**config.mk**
```make
export PLATFORM = sky130hd
export DESIGN_NAME = lcd1602_refresh_ctrl
export DESIGN_NICKNAME = d
export VERILOG_FILES = /design/src/rtl/lcd1602_pkg.sv /design/src/rtl/lcd_bus_xfer.sv /design/src/rtl/lcd1602_refresh_ctrl.sv
export SDC_FILE = /design/constraint.sdc
export NUM_CORES = 1
export LEC_CHECK = 0
export ABC_CLOCK_PERIOD_IN_PS = 15430
export CORE_MARGIN = 2
export CORE_UTILIZATION = 30
export DETAILED_ROUTE_END_ITERATION = 7
export PLACE_DENSITY = 0.43
export SYNTH_ARGS = -nofsm -noshare
export SYNTH_HDL_FRONTEND = slang
export SYNTH_SLANG_ARGS = --single-unit
```
**constraint.sdc**
```tcl
create_clock -name clk -period 15.43 [get_ports clk]
set_input_delay 4.629 -clock clk [delete_from_list [all_inputs] [get_ports clk]]
set_output_delay 4.629 -clock clk [all_outputs]
set_load 0.02 [all_outputs]
```
**src/rtl/lcd1602_pkg.sv**
```systemverilog
// Shared definitions for the LCD1602 refresh controller.
//   - HD44780 command bytes used by the init sequence and the row addressing.
//   - State enums for the main sequencer and the bus transfer engine.
//   - A small integer max helper, used to size the cycle counters.
package lcd1602_pkg;

  localparam logic [7:0] FUNC_8B_2L = 8'h38;
  localparam logic [7:0] FUNC_8B_1L = 8'h30;
  localparam logic [7:0] DISP_ON    = 8'h0C;
  localparam logic [7:0] ENTRY_INC  = 8'h06;
  localparam logic [7:0] CLEAR      = 8'h01;
  localparam logic [7:0] DDRAM_ROW0 = 8'h80;
  localparam logic [7:0] DDRAM_ROW1 = 8'hC0;

  typedef enum logic [2:0] {
    S_PWR_WAIT,
    S_INIT,
    S_IDLE,
    S_ADDR,
    S_CHAR
  } main_state_e;

  typedef enum logic [1:0] {
    X_IDLE,
    X_SETUP,
    X_EN_HI,
    X_HOLD
  } xfer_state_e;

  function automatic int max_of(input int a, input int b);
    return (a > b) ? a : b;
  endfunction

endpackage

```
**src/rtl/lcd_bus_xfer.sv**
```systemverilog
// One HD44780 write cycle on the 8-bit bus.
//   start     in   1  begin a transfer (accepted only while idle)
//   rs        in   1  register select for this transfer
//   dat       in   8  data byte for this transfer
//   long_hold in   1  use CLR_CYC instead of HOLD after en falls
//   done      out  1  one-cycle pulse in the last hold cycle
//   lcd_rs/lcd_en/lcd_dat  out  LCD pins, all driven from flops
// rs/dat are captured at start and held unchanged through setup, the
// enable pulse and the hold window.
module lcd_bus_xfer
  import lcd1602_pkg::*;
#(
  parameter int SETUP   = 5,
  parameter int EN_HI   = 25,
  parameter int HOLD    = 2500,
  parameter int CLR_CYC = 100000
) (
  input  logic       clk,
  input  logic       rst,
  input  logic       start,
  input  logic       rs,
  input  logic [7:0] dat,
  input  logic       long_hold,
  output logic       done,
  output logic       lcd_rs,
  output logic       lcd_en,
  output logic [7:0] lcd_dat
);

  localparam int MAX_C = max_of(max_of(SETUP, EN_HI), max_of(HOLD, CLR_CYC));
  localparam int CNT_W = $clog2(MAX_C + 1);

  xfer_state_e      state_q, state_d;
  logic [CNT_W-1:0] cnt_q, cnt_d;
  logic [CNT_W-1:0] hold_last;
  logic             rs_q, rs_d;
  logic             en_q, en_d;
  logic             long_q, long_d;
  logic [7:0]       dat_q, dat_d;

  always_ff @(posedge clk or posedge rst) begin
    if (rst) begin
      state_q <= X_IDLE;
      cnt_q   <= '0;
      rs_q    <= 1'b0;
      en_q    <= 1'b0;
      long_q  <= 1'b0;
      dat_q   <= 8'h00;
    end else begin
      state_q <= state_d;
      cnt_q   <= cnt_d;
      rs_q    <= rs_d;
      en_q    <= en_d;
      long_q  <= long_d;
      dat_q   <= dat_d;
    end
  end

  always_comb begin
    state_d   = state_q;
    cnt_d     = cnt_q;
    rs_d      = rs_q;
    dat_d     = dat_q;
    long_d    = long_q;
    done      = 1'b0;
    hold_last = long_q ? CNT_W'(CLR_CYC - 1) : CNT_W'(HOLD - 1);
    case (state_q)
      X_IDLE: begin
        if (start) begin
          state_d = X_SETUP;
          cnt_d   = '0;
          rs_d    = rs;
          dat_d   = dat;
          long_d  = long_hold;
        end
      end
      X_SETUP: begin
        if (cnt_q == CNT_W'(SETUP - 1)) begin
          state_d = X_EN_HI;
          cnt_d   = '0;
        end else begin
          cnt_d = cnt_q + CNT_W'(1);
        end
      end
      X_EN_HI: begin
        if (cnt_q == CNT_W'(EN_HI - 1)) begin
          state_d = X_HOLD;
          cnt_d   = '0;
        end else begin
          cnt_d = cnt_q + CNT_W'(1);
        end
      end
      X_HOLD: begin
        if (cnt_q == hold_last) begin
          state_d = X_IDLE;
          cnt_d   = '0;
          done    = 1'b1;
        end else begin
          cnt_d = cnt_q + CNT_W'(1);
        end
      end
      default: state_d = X_IDLE;
    endcase
    // Registered enable so the pin is glitch-free and exactly EN_HI cycles wide.
    en_d = (state_d == X_EN_HI);
  end

  assign lcd_rs  = rs_q;
  assign lcd_en  = en_q;
  assign lcd_dat = dat_q;

endmodule

```
**src/rtl/lcd1602_refresh_ctrl.sv**
```systemverilog
// LCD1602 controller with an internal LINES x COLS character buffer.
// After a timed power-up wait and the four-command init, every time the
// buffer is dirty a full repaint pass is sent: per row a DDRAM address
// command followed by COLS data writes.
//   clk, rst                   clock, asynchronous active-high reset
//   wr_en/wr_row/wr_col/wr_char host character write (one per cycle)
//   init_done                  high once init has completed
//   busy                       high during init and repaint passes
//   lcd_rs/lcd_rw/lcd_en/lcd_dat  LCD pin header (rw is always 0)
module lcd1602_refresh_ctrl
  import lcd1602_pkg::*;
#(
  parameter int LINES   = 2,
  parameter int COLS    = 16,
  parameter int PWR_CYC = 750000,
  parameter int SETUP   = 5,
  parameter int EN_HI   = 25,
  parameter int HOLD    = 2500,
  parameter int CLR_CYC = 100000
) (
  input  logic       clk,
  input  logic       rst,
  input  logic       wr_en,
  input  logic       wr_row,
  input  logic [5:0] wr_col,
  input  logic [7:0] wr_char,
  output logic       init_done,
  output logic       busy,
  output logic       lcd_rs,
  output logic       lcd_rw,
  output logic       lcd_en,
  output logic [7:0] lcd_dat
);

  localparam int CNT_W = $clog2(max_of(max_of(PWR_CYC, CLR_CYC), HOLD) + 1);
  localparam int RW    = (LINES > 1) ? $clog2(LINES) : 1;
  localparam int CW    = (COLS > 1) ? $clog2(COLS) : 1;

  main_state_e      state_q, state_d;
  logic [CNT_W-1:0] pwr_cnt_q, pwr_cnt_d;
  logic [1:0]       idx_q, idx_d;
  logic [RW-1:0]    row_q, row_d;
  logic [CW-1:0]    col_q, col_d;
  logic             issued_q, issued_d;
  logic             dirty_q, dirty_d;
  logic             busy_q, busy_d;
  logic             init_done_q, init_done_d;
  logic [7:0]       chr_q [LINES][COLS];
  logic [7:0]       chr_d [LINES][COLS];

  logic             wr_ok;
  logic [RW-1:0]    wr_r;
  logic [CW-1:0]    wr_c;
  logic             x_start, x_rs, x_long, x_done;
  logic [7:0]       x_dat;

  function automatic logic [7:0] init_cmd(input logic [1:0] idx);
    case (idx)
      2'd0:    return (LINES == 1) ? FUNC_8B_1L : FUNC_8B_2L;
      2'd1:    return DISP_ON;
      2'd2:    return ENTRY_INC;
      default: return CLEAR;
    endcase
  endfunction

  assign wr_ok = wr_en && (int'(wr_row) < LINES) && (int'(wr_col) < COLS);
  assign wr_r  = RW'(wr_row);
  assign wr_c  = wr_col[CW-1:0];

  always_ff @(posedge clk or posedge rst) begin
    if (rst) begin
      state_q     <= S_PWR_WAIT;
      pwr_cnt_q   <= '0;
      idx_q       <= 2'd0;
      row_q       <= '0;
      col_q       <= '0;
      issued_q    <= 1'b0;
      dirty_q     <= 1'b1;
      busy_q      <= 1'b1;
      init_done_q <= 1'b0;
      for (int r = 0; r < LINES; r++)
        for (int c = 0; c < COLS; c++)
          chr_q[r][c] <= 8'h20;
    end else begin
      state_q     <= state_d;
      pwr_cnt_q   <= pwr_cnt_d;
      idx_q       <= idx_d;
      row_q       <= row_d;
      col_q       <= col_d;
      issued_q    <= issued_d;
      dirty_q     <= dirty_d;
      busy_q      <= busy_d;
      init_done_q <= init_done_d;
      chr_q       <= chr_d;
    end
  end

  always_comb begin
    chr_d = chr_q;
    if (wr_ok) chr_d[wr_r][wr_c] = wr_char;
  end

  always_comb begin
    state_d     = state_q;
    pwr_cnt_d   = pwr_cnt_q;
    idx_d       = idx_q;
    row_d       = row_q;
    col_d       = col_q;
    issued_d    = issued_q;
    dirty_d     = dirty_q;
    busy_d      = busy_q;
    init_done_d = init_done_q;
    x_rs        = 1'b0;
    x_dat       = 8'h00;
    x_long      = 1'b0;
    case (state_q)
      S_PWR_WAIT: begin
        if (pwr_cnt_q == CNT_W'(PWR_CYC - 1)) begin
          state_d   = S_INIT;
          pwr_cnt_d = '0;
        end else begin
          pwr_cnt_d = pwr_cnt_q + CNT_W'(1);
        end
      end
      S_INIT: begin
        x_dat  = init_cmd(idx_q);
        x_long = (idx_q == 2'd3);
        if (x_done) begin
          issued_d = 1'b0;
          if (idx_q == 2'd3) begin
            state_d     = S_IDLE;
            idx_d       = 2'd0;
            init_done_d = 1'b1;
          end else begin
            idx_d = idx_q + 2'd1;
          end
        end
      end
      S_IDLE: begin
        if (dirty_q) begin
          dirty_d = 1'b0;
          busy_d  = 1'b1;
          row_d   = '0;
          col_d   = '0;
          state_d = S_ADDR;
        end else begin
          busy_d = 1'b0;
        end
      end
      S_ADDR: begin
        x_dat = (row_q == '0) ? DDRAM_ROW0 : DDRAM_ROW1;
        if (x_done) begin
          issued_d = 1'b0;
          col_d    = '0;
          state_d  = S_CHAR;
        end
      end
      S_CHAR: begin
        x_rs  = 1'b1;
        x_dat = chr_q[row_q][col_q];
        if (x_done) begin
          issued_d = 1'b0;
          if (col_q == CW'(COLS - 1)) begin
            col_d = '0;
            if (row_q == RW'(LINES - 1)) begin
              row_d   = '0;
              state_d = S_IDLE;
            end else begin
              row_d   = row_q + RW'(1);
              state_d = S_ADDR;
            end
          end else begin
            col_d = col_q + CW'(1);
          end
        end
      end
      default: state_d = S_PWR_WAIT;
    endcase

    // One transfer per step: issue once, then wait for its done pulse.
    x_start = ((state_q == S_INIT) || (state_q == S_ADDR) || (state_q == S_CHAR)) && !issued_q;
    if (x_start) issued_d = 1'b1;

    // A write landing on the same edge as the IDLE clear must still trigger a pass.
    if (wr_ok) dirty_d = 1'b1;
  end

  lcd_bus_xfer #(
    .SETUP   (SETUP),
    .EN_HI   (EN_HI),
    .HOLD    (HOLD),
    .CLR_CYC (CLR_CYC)
  ) u_xfer (
    .clk       (clk),
    .rst       (rst),
    .start     (x_start),
    .rs        (x_rs),
    .dat       (x_dat),
    .long_hold (x_long),
    .done      (x_done),
    .lcd_rs    (lcd_rs),
    .lcd_en    (lcd_en),
    .lcd_dat   (lcd_dat)
  );

  assign lcd_rw    = 1'b0;
  assign init_done = init_done_q;
  assign busy      = busy_q;

endmodule

```
==> out/qor.csv <==
metric,value,unit
critical path class,primary input to flop,
fin crit share,44.6,%
CP Capture Type,flop,
yosys warns,0,
Synth Flop Type,dfrtp_1,
"EDFF count, synth",0,
final worst clock skew,0.0122,ns
number of global-route vias before repair,9883,
clk sinks,320,
post-DR vias/cell,5.07,
# DRC,0,
CP Max Fanout,8,
largest net degree at the start of global routing,128,
"Slew Viols, Final",0,
post-CTS sizing,0,
synthesized cell area,15200,um2
CTS tree,built,
gpl congestion,0.785,
Antenna Nets Post-Route,0,
Fillers,4899,
# setup viols final,0,
core area,50200,um2
worst reg2reg path startpoint,col_q[0],
global-route wire length before repair,63.7,mm
Critical Path Source,wr_en,
status,"complete, no violations",
Max-Cap Viols,0,
"commonest non-fill, non-tap cells in the layout","dfrtp_1 (284), mux2_2 (258), nand2_1 (73)",
Critical Path Start Type,primary input,
initial antenna violation count,0,
endpoints failing hold,0,
final hold slack,0.492,ns
worst-margin pin slew,1.01,ns
"Clk pin slew, worst setup/hold paths",0.06,ns
grt ovf,0,
vias post-DR,9394,
#FFs+latches synth,320,
arrival time worst endpoint,7.31,ns
Gate Count Post-Synth,1133,
row count,82,
FF-to-FF path depth,6,
Pleak,7.65,nW
Antenna diodes,0,
Iter 0 DRT Violations,558,
Pwr Density,111,nW/um2
latest clock arrival within the worst-skew pair,0.56,ns
final WL,40.7,mm
post-layout net count,1179,
r2r setup slk,11.59,ns
Post-synth ARST share,100,%
area growth from synthesis to layout,14.6,%
Root Driver,clkbuf_16,
drt first pass iters,5,
WL/cell,22.0,um
"commonest non-fill, non-tap cell in the layout",dfrtp_1,
RSZ-0062 raised after global routing,false,
Post-CTS Hold Buffers,0,
Post-Synthesis Mean Instance Area,13.4,um2
max_slew headroom,32.3,%
fmax,0.145,GHz
final setup TNS,0,ns
sequential area share after synthesis,52.9,%
DIE WIDTH,229,um
gr usage total,15.9,%
H-tree depth,2,
number of clock buffers inserted by TritonCTS,39,
DIE AREA,52600,um2
io pins,31,
Initial Utilization,30.4,%
Critical Path RT,15.86,ns
Cell variety after synth,71,
r2r endpoint,u_xfer.lcd_dat[1],
hpwl dp,25.4,mm
Worst Hold Class,flop to flop,
CP Capture Point,chr_q[152],
clk buf depth,3,
peak supply drop,0.0000631,V
share of cells above drive strength 1,38.4,%
Buffers on Ports,29,
crit path time final,6.88,ns
post-CTS setup buffers,0,
Mapped Nets,1159,
Die Span Y,229,um
state kept, by name (all words and copies together), names as in the netlist:
name            count
busy                1
u_xfer.cnt_q       17
u_xfer.state_q      2
chr_q             256
dirty_q             1
row_q               1
state_q             3
issued_q            1
init_done           1
col_q               4
u_xfer.lcd_en       1
u_xfer.long_q       1
u_xfer.lcd_dat      8
u_xfer.lcd_rs       1
idx_q               2
pwr_cnt_q          20
worst min path at each step:
stage	from	to	slack (ns)	cells after the start
after floorplan	pwr_cnt_q[18]	pwr_cnt_q[18]	0.46	1
after detailed placement	init_done	init_done	0.47	1
after CTS	u_xfer.lcd_rs	u_xfer.lcd_rs	0.49	2
after global placement	u_xfer.lcd_rs	u_xfer.lcd_rs	0.46	2
final	chr_q[231]	chr_q[231]	0.49	1
after global routing	chr_q[105]	chr_q[105]	0.51	1
report_power, final:
group | switching (mW) | total (mW) | leakage (nW) | internal (mW)
Clock | 0.361 | 0.894 | 0.597 | 0.533
Combinational | 0.0580 | 0.124 | 2.80 | 0.0661
Sequential | 0.0252 | 0.925 | 4.25 | 0.900
Total | 0.445 | 1.94 | 7.65 | 1.50
routing by layer:
layer | share of wire (%) | GRT usage (%)
met4 | 1.7 | 3.49
met2 | 45 | 24.7
met5 | 0 | 0
met1 | 50 | 23.1
met3 | 3.5 | 2.83
synthesized netlist by cell type (9+ instances only):
| master | instances | area, um2 |
|---|---|---|
| or3_1 | 9 | 56.3 |
| o21ai_0 | 27 | 135 |
| nor2_1 | 53 | 199 |
| nand2_1 | 73 | 274 |
| dfrtp_1 | 286 | 7160 |
| mux4_2 | 63 | 1420 |
| nand3_1 | 34 | 170 |
| dfstp_2 | 34 | 893 |
| nor4_1 | 10 | 62.6 |
| xnor2_1 | 15 | 131 |
| clkbuf_1 | 47 | 176 |
| mux2_2 | 258 | 2910 |
| xor2_1 | 9 | 78.8 |
| nor3_1 | 11 | 55.1 |
| a21oi_1 | 16 | 80.1 |
| buf_2 | 20 | 100 |
| mux2i_1 | 21 | 210 |
| inv_1 | 15 | 56.3 |
per-stage QoR:
stage / setup slack (ns) / total power, mW / util [%] / instances / area [um2]
final: 8.55 / 1.94 / 34.8 / 1853 / 17500
after global routing: 8.03 / 2.03 / 34.8 / 1853 / 17500
after CTS: 8.33 / 1.98 / 34.8 / 1853 / 17500
after detailed placement: 7.73 / 1.07 / 32.4 / 1784 / 16200
after global placement: 7.74 / 1.06 / 32.4 / 1784 / 16200
after floorplan: 2.00 / 1.03 / - / 1133 / 15200
critical path, cell delays in order:
cell and delay, ns:
clkdlybuf4s50_1 0.44, nor3b_2 0.45, nand2b_1 0.27, nor3_1 0.56
nand3_1 0.52, mux2_2 0.43
cell families after synthesis:
kind of cell	share of synthesized area (%)
multiplexers	29.8
flip-flops	52.9
AND/OR/NAND/NOR	8.65
AO/OA/AOI/OAI	4.30
buffers and inverters	2.28
XOR/XNOR	1.38
adder cells (fa/ha/maj)	0.657
other	0.0246
cell type report:
type	instances	area, um2	area share, %
clock buffers	63	1170	6.69
clock inverters	6	57.6	0.330
inverters	15	63.8	0.365
multi-input cells	728	6830	39.1
flip-flops and latches	320	8060	46.1
well taps	672	841	4.82
repair buffers	49	440	2.52
No activity file was read; power rests on OpenSTA's default activity.
